===== config.mk =====
export PLATFORM = sky130hd
export DESIGN_NAME = muldiv_unit
export DESIGN_NICKNAME = d
export VERILOG_FILES = /design/src/rtl/decoder_pkg.sv /design/src/rtl/muldiv_pkg.sv /design/src/rtl/muldiv_step.sv /design/src/rtl/muldiv_unit.sv
export SDC_FILE = /design/constraint.sdc
export NUM_CORES = 1
export LEC_CHECK = 0
export CAP_MARGIN = 20
export CORE_UTILIZATION = 45
export DETAILED_ROUTE_END_ITERATION = 12
export DONT_BUFFER_PORTS = 1
export GPL_ROUTABILITY_DRIVEN = 1
export HOLD_SLACK_MARGIN = 0.1
export PLACE_DENSITY = 0.67
export SETUP_SLACK_MARGIN = 0.2
export SLEW_MARGIN = 20
export SYNTH_ARGS = -nofsm -noshare
export SYNTH_HDL_FRONTEND = slang
export SYNTH_SLANG_ARGS = --single-unit
export TNS_END_PERCENT = 10

===== constraint.sdc =====
create_clock -name clk -period 16.1 [get_ports clk]
set_input_delay 1.61 -clock clk [delete_from_list [all_inputs] [get_ports clk]]
set_output_delay 1.61 -clock clk [all_outputs]
set_load 0.01 [all_outputs]

===== src/rtl/decoder_pkg.sv =====
// Decoder-side type definitions shared with the execute-stage M unit.
// Latency: n/a (types only).
// Backpressure: n/a (types only).
package decoder_pkg;

    typedef enum logic [2:0] {
        M_MUL    = 3'd0,
        M_MULH   = 3'd1,
        M_MULHSU = 3'd2,
        M_MULHU  = 3'd3,
        M_DIV    = 3'd4,
        M_DIVU   = 3'd5,
        M_REM    = 3'd6,
        M_REMU   = 3'd7
    } m_op_e;

    typedef struct packed {
        logic  valid;
        m_op_e op;
    } m_req_t;

endpackage


===== src/rtl/muldiv_pkg.sv =====
// Shared state encoding, constants and op-classification helpers for muldiv_unit.
// Latency: n/a (types and pure functions only).
// Backpressure: n/a.
package muldiv_pkg;

    import decoder_pkg::*;

    typedef enum logic [1:0] {
        IDLE = 2'd0,
        CALC = 2'd1,
        DONE = 2'd2
    } muldiv_state_e;

    localparam logic [31:0] DIV0_QUOT = 32'hFFFF_FFFF;
    localparam logic [31:0] INT_MIN   = 32'h8000_0000;

    // Divide/remainder ops all have op[2] set.
    function automatic logic op_is_div(input m_op_e op);
        return op[2];
    endfunction

    function automatic logic op_is_rem(input m_op_e op);
        return (op == M_REM) || (op == M_REMU);
    endfunction

    // rs1 is treated as signed for MUL, MULH, MULHSU, DIV, REM.
    function automatic logic op_a_signed(input m_op_e op);
        return (op == M_MUL) || (op == M_MULH) || (op == M_MULHSU) ||
               (op == M_DIV) || (op == M_REM);
    endfunction

    // rs2 is treated as signed for MUL, MULH, DIV, REM.
    function automatic logic op_b_signed(input m_op_e op);
        return (op == M_MUL) || (op == M_MULH) || (op == M_DIV) || (op == M_REM);
    endfunction

endpackage


===== src/rtl/muldiv_step.sv =====
// One radix-2 iteration: shift-add multiply step or restoring trial-subtract divide step.
// Latency: combinational.
// Backpressure: none; the caller decides when to register the outputs.
// Ports: is_div selects the step kind; hi/lo form the 2*XLEN working pair,
// b is the multiplicand (multiply) or divisor (divide); hi_nxt/lo_nxt are the next pair.
module muldiv_step #(
    parameter int XLEN = 32
) (
    input  logic            is_div,
    input  logic [XLEN-1:0] hi,
    input  logic [XLEN-1:0] lo,
    input  logic [XLEN-1:0] b,
    output logic [XLEN-1:0] hi_nxt,
    output logic [XLEN-1:0] lo_nxt
);

    logic [XLEN:0] mul_sum;
    logic [XLEN:0] div_shift;
    logic [XLEN:0] div_sel;
    logic          div_ge;
    logic          div_unused;

    always_comb begin
        // Multiply: lo holds the remaining multiplier bits, LSB first.
        mul_sum   = {1'b0, hi} + (lo[0] ? {1'b0, b} : '0);
        // Divide: partial remainder in hi, dividend bits shift in from lo's MSB.
        div_shift = {hi, lo[XLEN-1]};
        div_ge    = (div_shift >= {1'b0, b});
        div_sel   = div_ge ? (div_shift - {1'b0, b}) : div_shift;
        // Remainder is always < b, so the top bit of the selected value is zero.
        div_unused = div_sel[XLEN];

        hi_nxt = '0;
        lo_nxt = '0;
        if (is_div) begin
            hi_nxt = div_sel[XLEN-1:0];
            lo_nxt = {lo[XLEN-2:0], div_ge};
        end else begin
            hi_nxt = mul_sum[XLEN:1];
            lo_nxt = {mul_sum[0], lo[XLEN-1:1]};
        end
    end

endmodule


===== src/rtl/muldiv_unit.sv =====
// Iterative RV32M execute unit: one bit per cycle shift-add multiply and restoring divide.
// Latency: 33 edges from accept for normal ops, 1 for divide special cases (and MUL* with MULDIV_FAST_MUL_EN).
// Backpressure: in_ready_o only in IDLE; result/tag held in DONE until out_ready_i.
// Ports: clk/rst_n (async active-low), flush_i kill; in_valid_i/in_ready_o + m_req_i/rs1_i/rs2_i/tag_i
// request side; out_valid_o/out_ready_i + result_o/tag_o writeback side.
// Build option: define MULDIV_FAST_MUL_EN for a single-cycle combinational 33x33 multiplier.
module muldiv_unit
    import decoder_pkg::*;
    import muldiv_pkg::*;
#(
    parameter int XLEN  = 32,
    parameter int TAG_W = 5
) (
    input  logic             clk,
    input  logic             rst_n,
    input  logic             flush_i,
    input  logic             in_valid_i,
    output logic             in_ready_o,
    input  m_req_t           m_req_i,
    input  logic [XLEN-1:0]  rs1_i,
    input  logic [XLEN-1:0]  rs2_i,
    input  logic [TAG_W-1:0] tag_i,
    output logic             out_valid_o,
    input  logic             out_ready_i,
    output logic [XLEN-1:0]  result_o,
    output logic [TAG_W-1:0] tag_o
);

    muldiv_state_e   state;
    logic [4:0]      counter;
    m_op_e           op_q;
    logic            neg_res_q;   // negate product / quotient
    logic            neg_rem_q;   // negate remainder (dividend sign)
    logic [XLEN-1:0] hi_q;
    logic [XLEN-1:0] lo_q;
    logic [XLEN-1:0] b_q;

    // ---------------- request side ----------------
    logic            accept;
    logic            req_div;
    logic            a_neg;
    logic            b_neg;
    logic [XLEN-1:0] mag_a;
    logic [XLEN-1:0] mag_b;
    logic            div_special;
    logic [XLEN-1:0] special_res;

    always_comb begin
        accept  = (state == IDLE) && in_valid_i && m_req_i.valid;
        req_div = op_is_div(m_req_i.op);
        a_neg   = op_a_signed(m_req_i.op) && rs1_i[XLEN-1];
        b_neg   = op_b_signed(m_req_i.op) && rs2_i[XLEN-1];
        mag_a   = a_neg ? (~rs1_i + 1'b1) : rs1_i;
        mag_b   = b_neg ? (~rs2_i + 1'b1) : rs2_i;

        div_special = 1'b0;
        special_res = '0;
        if (rs2_i == '0) begin
            div_special = 1'b1;
            special_res = op_is_rem(m_req_i.op) ? rs1_i : DIV0_QUOT;
        end else if (op_b_signed(m_req_i.op) && (rs1_i == INT_MIN) && (rs2_i == '1)) begin
            // op_b_signed is only true for DIV/REM among divide ops.
            div_special = 1'b1;
            special_res = op_is_rem(m_req_i.op) ? '0 : INT_MIN;
        end
    end

`ifdef MULDIV_FAST_MUL_EN
    logic signed [XLEN:0]     fast_a;
    logic signed [XLEN:0]     fast_b;
    logic signed [2*XLEN+1:0] fast_prod;
    logic [1:0]               fast_unused;
    logic [XLEN-1:0]          fast_res;

    always_comb begin
        fast_a      = {op_a_signed(m_req_i.op) & rs1_i[XLEN-1], rs1_i};
        fast_b      = {op_b_signed(m_req_i.op) & rs2_i[XLEN-1], rs2_i};
        fast_prod   = fast_a * fast_b;
        fast_unused = fast_prod[2*XLEN+1:2*XLEN];
        fast_res    = (m_req_i.op == M_MUL) ? fast_prod[XLEN-1:0] : fast_prod[2*XLEN-1:XLEN];
    end
`endif

    // ---------------- iteration datapath ----------------
    logic [XLEN-1:0]   hi_nxt;
    logic [XLEN-1:0]   lo_nxt;
    logic [2*XLEN-1:0] prod_fix;
    logic [XLEN-1:0]   quot_fix;
    logic [XLEN-1:0]   rem_fix;
    logic [XLEN-1:0]   final_res;

    muldiv_step #(.XLEN(XLEN)) u_step (
        .is_div (op_is_div(op_q)),
        .hi     (hi_q),
        .lo     (lo_q),
        .b      (b_q),
        .hi_nxt (hi_nxt),
        .lo_nxt (lo_nxt)
    );

    // Sign fixup applied to the values produced by the last step, so the
    // corrected result is registered on the same edge that enters DONE.
    always_comb begin
        prod_fix = neg_res_q ? (~{hi_nxt, lo_nxt} + 1'b1) : {hi_nxt, lo_nxt};
        quot_fix = neg_res_q ? (~lo_nxt + 1'b1) : lo_nxt;
        rem_fix  = neg_rem_q ? (~hi_nxt + 1'b1) : hi_nxt;
        case (op_q)
            M_MUL:                   final_res = prod_fix[XLEN-1:0];
            M_MULH, M_MULHSU, M_MULHU: final_res = prod_fix[2*XLEN-1:XLEN];
            M_DIV, M_DIVU:           final_res = quot_fix;
            default:                 final_res = rem_fix;
        endcase
    end

    // ---------------- FSM ----------------
    always_ff @(posedge clk or negedge rst_n) begin
        if (!rst_n) begin
            state     <= IDLE;
            counter   <= '0;
            op_q      <= M_MUL;
            neg_res_q <= 1'b0;
            neg_rem_q <= 1'b0;
            hi_q      <= '0;
            lo_q      <= '0;
            b_q       <= '0;
            result_o  <= '0;
            tag_o     <= '0;
        end else if (flush_i) begin
            state <= IDLE;
        end else begin
            case (state)
                IDLE: begin
                    if (accept) begin
                        op_q      <= m_req_i.op;
                        tag_o     <= tag_i;
                        neg_res_q <= a_neg ^ b_neg;
                        neg_rem_q <= a_neg;
                        if (req_div && div_special) begin
                            result_o <= special_res;
                            state    <= DONE;
`ifdef MULDIV_FAST_MUL_EN
                        end else if (!req_div) begin
                            result_o <= fast_res;
                            state    <= DONE;
`endif
                        end else begin
                            // Multiply: multiplier drains from lo, multiplicand in b.
                            // Divide: dividend drains from lo, divisor in b.
                            hi_q    <= '0;
                            lo_q    <= req_div ? mag_a : mag_b;
                            b_q     <= req_div ? mag_b : mag_a;
                            counter <= 5'd31;
                            state   <= CALC;
                        end
                    end
                end
                CALC: begin
                    hi_q    <= hi_nxt;
                    lo_q    <= lo_nxt;
                    counter <= counter - 5'd1;
                    if (counter == 5'd0) begin
                        result_o <= final_res;
                        state    <= DONE;
                    end
                end
                DONE: begin
                    if (out_ready_i) begin
                        state <= IDLE;
                    end
                end
                default: state <= IDLE;
            endcase
        end
    end

    assign in_ready_o  = (state == IDLE);
    assign out_valid_o = (state == DONE);

endmodule

Yosys cells after proc, flatten, opt, wreduce, memory -nomap -nowiden
Cells that the tools add are included.
- register bits: 145
- input port bits: 78
- output and inout bits: 39
- word-level logic and storage cells: 112
- add/sub/neg operators: 8
- magnitude comparators: 1
- eq/ne operators: 21
- muxes and demuxes: 37
- bitwise logic cells: 8
- reductions and logical operators: 27
- operators with widths (operator ; number):
    $mux 32 ; 21
    $pmux 32 s2 ; 3
    $add 32x1->32 const B ; 4
    $not 32->32 ; 4
    $pmux 32 s3 ; 1
    $add 64x1->64 const B ; 1
    $eq 32x32->1 const B ; 2
    $mux 64 ; 1
    $not 64->64 ; 1
    $add 32x32->33 ; 1
    $ge 33x32->1 ; 1
    $logic_not 32->1 ; 1
    $sub 32x32->32 ; 1
    $eq 3x3->1 const B ; 5
    $mux 2 ; 5
    $mux 5 ; 2
    $pmux 5 s2 ; 1
    $eq 3x2->1 const B ; 3
    $reduce_and 4->1 ; 2
    $logic_and 1x1->1 ; 7
    $logic_or 1x1->1 ; 7
    $eq 3x1->1 const B ; 2
    $logic_not 3->1 ; 2
    $ne 3x2->1 const B ; 2
    17 further kinds ; 22

Logic depth before layout (Yosys ltp)
- word-level depth: 13
- gate-level depth with buffers: 22
- gate-level depth less buffers: 20

Modules after synthesis
Synthesis repeated with hierarchy kept, for this count alone.
- cells, all modules: 2136
- area, all modules: 16114.2 µm²
- modules (own cells, without submodules) (module ; times used ; cells an instance ; area an instance (µm²) ; seq. area each (µm²)):
    muldiv_unit ; 1 ; 1461 ; 11501.0 ; 3628.5
    muldiv_step ; 1 ; 675 ; 4613.2 ; 0.0

Worst setup path before layout
OpenSTA, ideal clock, no wires.
- kind: register -> register
- start: register op_q[2]
- end: register result_o[26]
- library setup time: 0.087 ns
- arrival time: 5.143 ns
- data required time: 16.013 ns
- slack: 10.871 ns
- stages on the path, launching flop included: 23
- path buffers: 9
- period minus slack after synthesis: 5.229 ns
- cell sequence: dfrtp_1 > buf_2 > buf_2 > buf_2 > buf_2 > buf_2 > buf_2 > buf_2 > buf_2 > buf_1 > mux2i_1 > ha_1 > o21ai_0 > nor2_1 > nand3_1 > nor2_1 > nand2_1 > or4_1 > or4_1 > o41ai_1 > xor2_1 > nand2_1 > o211ai_1
- word-level cells in the longest chain between the ends: 7
- elaborated cells between the ends (all ways): 22
- classes of those cells: add/sub (3); eq/ne (5); mux (8); bitwise (3); reduce/logical (3)
- RTL lines (what ; line ; RTL):
    start: declaration ; muldiv_unit.sv:31 ; m_op_e op_q;
    start signal: assignment ; muldiv_unit.sv:134 ; op_q <= m_req_i.op;
    $mux 32 ; muldiv_step.sv:35 ; if (is_div) begin
    $not 64->64 (tied with other cells) ; muldiv_unit.sv:104 ; prod_fix = neg_res_q ? (~{hi_nxt, lo_nxt} + 1'b1) : {hi_nxt, lo_nxt};
    $add 64x1->64 (tied with other cells) ; muldiv_unit.sv:104 ;
    $mux 64 (tied with other cells) ; muldiv_unit.sv:104 ;
    $pmux 32 s3 * ; muldiv_unit.sv:107 ; case (op_q)
    $mux 32 * ; muldiv_unit.sv:161 ; if (counter == 5'd0) begin
    $pmux 32 s2 * ; muldiv_unit.sv:131 ; case (state)
    end signal: assignment ; muldiv_unit.sv:139 ; result_o <= special_res;
    end signal: assignment ; muldiv_unit.sv:162 ; result_o <= final_res;
    end: declaration ; muldiv_unit.sv:25 ; output logic [XLEN-1:0] result_o,
Mark *: on every way between the ends. The rest lies on a longest branch, timed or not. The select of a mux whose other input is x is not followed.
A chain may end at the register's enable or synchronous reset.

Worst setup path after layout
- start: register hi_q[27]
- end: register result_o[26]
- word-level cells in the longest chain between the ends: 9
- elaborated cells between the ends (all ways): 17
- classes of those cells: add/sub (4); order compare (1); mux (9); bitwise (3)
- RTL lines (what ; line ; RTL):
    start: declaration ; muldiv_unit.sv:34 ; logic [XLEN-1:0] hi_q;
    start signal: assignment ; muldiv_unit.sv:158 ; hi_q <= hi_nxt;
    $ge 33x32->1 ; muldiv_step.sv:28 ; div_ge = (div_shift >= {1'b0, b});
    $mux 32 ; muldiv_step.sv:29 ; div_sel = div_ge ? (div_shift - {1'b0, b}) : div_shift;
    $mux 32 ; muldiv_step.sv:35 ;
    $not 64->64 or $not 32->32 (tied branches) ; muldiv_unit.sv:104, muldiv_unit.sv:106 ;
    $add 64x1->64 or $add 32x1->32 (tied branches) ; muldiv_unit.sv:104, muldiv_unit.sv:106 ;
    $mux 64 or $mux 32 (tied branches) ; muldiv_unit.sv:104, muldiv_unit.sv:106 ;
    $pmux 32 s3 * ; muldiv_unit.sv:107 ;
    $mux 32 * ; muldiv_unit.sv:161 ;
    $pmux 32 s2 * ; muldiv_unit.sv:131 ;
Marks and branches as above.

==> flow_metrics.tcl <==
set metrics [dict create \
    die_area_sq_mm 0.03844 \
    via_count 18480 \
    clk_latency_ns 0.46 \
    whs_path_depth 2 \
    antenna_found_initial 3 \
    post_synth_fa_ha_maj_area_fraction_pct 5.478 \
    slew_headroom_pct 20.64 \
    skew_ns 0.01676 \
    syn_area_per_cell_sq_um 7.292 \
    ys_seq_area_share_pct 21.41 \
    synth_compound_area_share_pct 29.98 \
    crit_fanout 16 \
    reg2reg_slack_ns 9.80 \
    synth_cell_types 100 \
    wirelength_mm 70.21 \
    grt_pass1_vias 16982 \
    final_common_cell "nand2_1" \
    grt-busiest-layer "met2" \
    r2r-start "hi_q[27]" \
    start_util_pct 45.96 \
    ant_nets 0 \
    clock-root-buffer "clkbuf_16" \
    ys_ff_latch 145 \
    synthMuxAreaShare_pct 5.427 \
    layout_common_cells "nand2_1, o21ai_0, nor2_1, a21oi_1, dfrtp_1" \
    worst_hold_slack_ns 0.5112 \
    place.gp.congestion 1.084 \
    ys.flop_type "dfrtp_1" \
    hold_viol_final 0 \
    netlist.area_leader.share_pct 21.41 \
    yosysTopAreaCell "dfrtp_1" \
    cts_made_buffers 17 \
    htree_levels 4 \
    required_ns 16.47 \
    fin_tns_setup_ns 0 \
    grt_overflow_total 0 \
    use_met3_pct 5.965 \
    first_iter_violations 2325 \
    arrival_ns 6.68 \
    grt_use_met2_pct 55.07 \
    die_w_um 196.1 \
    synth_edf_count 0 \
    fp.dieH_um 196.1 \
    final_nets 2377 \
    netlist_area_sq_mm 0.01695 \
    post-route-period-util_pct 39.14 \
    area_growth_pct 5.345 \
    synth_xor_xnor_area_share_pct 7.804 \
    synth-async-reset-ratio_pct 100.0 \
    status "finished clean" \
    grt_usage_pct 35.93 \
    p_per_area_mw_per_mm2 196.6 \
    critPathLaunch "hi_q[27]" \
    finalPower_mw 3.510 \
    timing.rr.end "result_o[26]" \
    cp-endpoint "result_o[26]" \
    route.detailed.drc 0 \
    clock_sinks 145 \
    wl_per_cell_um 25.59 \
    peakVddDrop_mv 0.09483 \
    clockBufferDepth 2 \
    syn_nets 2475 \
    cts.hold.buffers_added 0 \
    dp_hpwl_mm 54.17 \
    setup.worst_path.end_class "flop" \
    multiInputGateArea_sq_mm 0.01248 \
    rsz0062_at_grt "false" \
    grt_pass1_wl_mm 105.0 \
    start_kind "flop" \
    first_pass_iters 6 \
    yosysWarningCount 0 \
    setup_viol 0 \
    grt_start_max_net_pins 146 \
    fill_cells 3686 \
    period_needed_ns 6.302 \
    synthCells 2324 \
    cts_setup_buffers 0 \
    crit_type "flop to flop" \
    viasPerCell 6.735 \
    slew_violations 0 \
    fin_util_pct 48.42 \
    cts_tree "built" \
    ys_top_cells_by_area "dfrtp_1, o21ai_0, nand2_1" \
    regArea_sq_mm 0.003632 \
    core_sq_mm 0.03687 \
    use_met1_pct 48.93 \
    drive_gt1_share_pct 5.494 \
    numPortBuffers 0 \
    max_freq_ghz 0.1587 \
    synth_top_family_by_area "compound AO/OA/AOI/OAI gates" \
    clkTransAtPathRegs_ns 0.07 \
    hold_class "flop to flop" \
    worst_slew_pin_slew_ns 1.190 \
    p_leak_nw 7.263 \
    max-cap-violations 0 \
    synth-simple-area-share_pct 24.84 \
    num_rows 70 \
    ff2ff_path_depth 19 \
    post_cts_resized 0 \
    io_pins 117 \
]
-- layer usage --
| layer | wire length (um) | up-vias | part of all wire (%) |
|---|---|---|---|
| li1 | - | 8393 | - |
| met1 | 29490 | 8793 | 42 |
| met2 | 30440 | 1090 | 43 |
| met3 | 6412 | 204 | 9.1 |
| met4 | 3863 | 0 | 5.5 |
| met5 | 0 | - | 0 |
-- registers in the layout, indices dropped and copies added (netlist names) --
signal and count:
neg_rem_q 1, b_q 32, result_o 32, op_q 3, neg_res_q 1, state 2
counter 5, hi_q 32, lo_q 32, tag_o 5
-- area by class of cell --
cell class / instances / area share [%]
Sequential cell: 145 / 20.35
Clock inverter: 14 / 1.135
Tap cell: 504 / 3.532
Multi-Input combinational cell: 1962 / 69.93
Timing Repair Buffer: 23 / 0.9672
Inverter: 77 / 1.619
Clock buffer: 18 / 2.460
Antenna cell: 1 / 0.01402
-- worst min-delay path by stage --
| stage | to | from | slack [ns] |
|---|---|---|---|
| floorplan | b_q[10] | b_q[10] | 0.46 |
| global placement | b_q[30] | b_q[30] | 0.48 |
| detailed placement | b_q[30] | b_q[30] | 0.50 |
| CTS | b_q[30] | b_q[30] | 0.52 |
| global route | b_q[29] | b_q[29] | 0.55 |
| finish | b_q[30] | b_q[30] | 0.51 |
-- cells in the mapped netlist (all sizes together), types with 13 or more instances --
cell type    n
a211o       17
a211oi      22
a21o        28
a21oi      185
a221oi      14
a22o        22
a31oi       31
and2        51
and3        19
buf         44
clkbuf      96
dfrtp      145
ha          71
inv         76
mux2        23
mux2i       66
nand2      263
nand2b      19
nand3       47
nand4       37
nor2       227
nor3        66
nor4        26
o211ai      33
o21a        17
o21ai      238
o22ai       13
o31ai       34
o41ai       17
or2         15
or3         34
or4         18
xnor2       93
xor2        58
-- logic make-up after synthesis --
group	count (synthesis)
AOI/OAI and AO/OA	781
xor gates and xnor gates	151
adders and majority gates	73
buffers and inverters	217
DFF	145
muxes	89
and+or+nand+nor	868
-- power by group --
| part | internal (mW) | switching (mW) | leakage [nW] | total (mW) |
|---|---|---|---|---|
| clock network | 0.266 | 0.191 | 0.305 | 0.457 |
| registers | 0.488 | 0.183 | 1.81 | 0.671 |
| logic | 0.824 | 1.56 | 5.14 | 2.38 |
| total | 1.58 | 1.93 | 7.26 | 3.51 |
-- through the flow --
step,worst slack [ns],cells,instance area (sq um)
finish,9.798,2744,17850
global route,9.508,2743,17850
CTS,10.05,2743,17850
detailed placement,9.931,2711,17210
global placement,10.01,2711,17210
floorplan,10.87,2324,16950
-- critical path: stages (launching register included) --
cell	delay (ns)
dfrtp_1	0.42
ha_1	0.40
a21oi_1	0.29
o21ai_0	0.20
a21oi_1	0.31
and4_1	0.85
a21oi_1	0.49
a21oi_1	0.30
ha_1	0.20
o21ai_0	0.14
nor2_1	0.27
nand3_1	0.29
nor2_1	0.26
nand2_1	0.07
or4_1	0.48
or4_1	0.45
o41ai_1	0.43
xor2_1	0.19
nand2_1	0.07
o211ai_1	0.10
(Power assumes the default switching activity.)
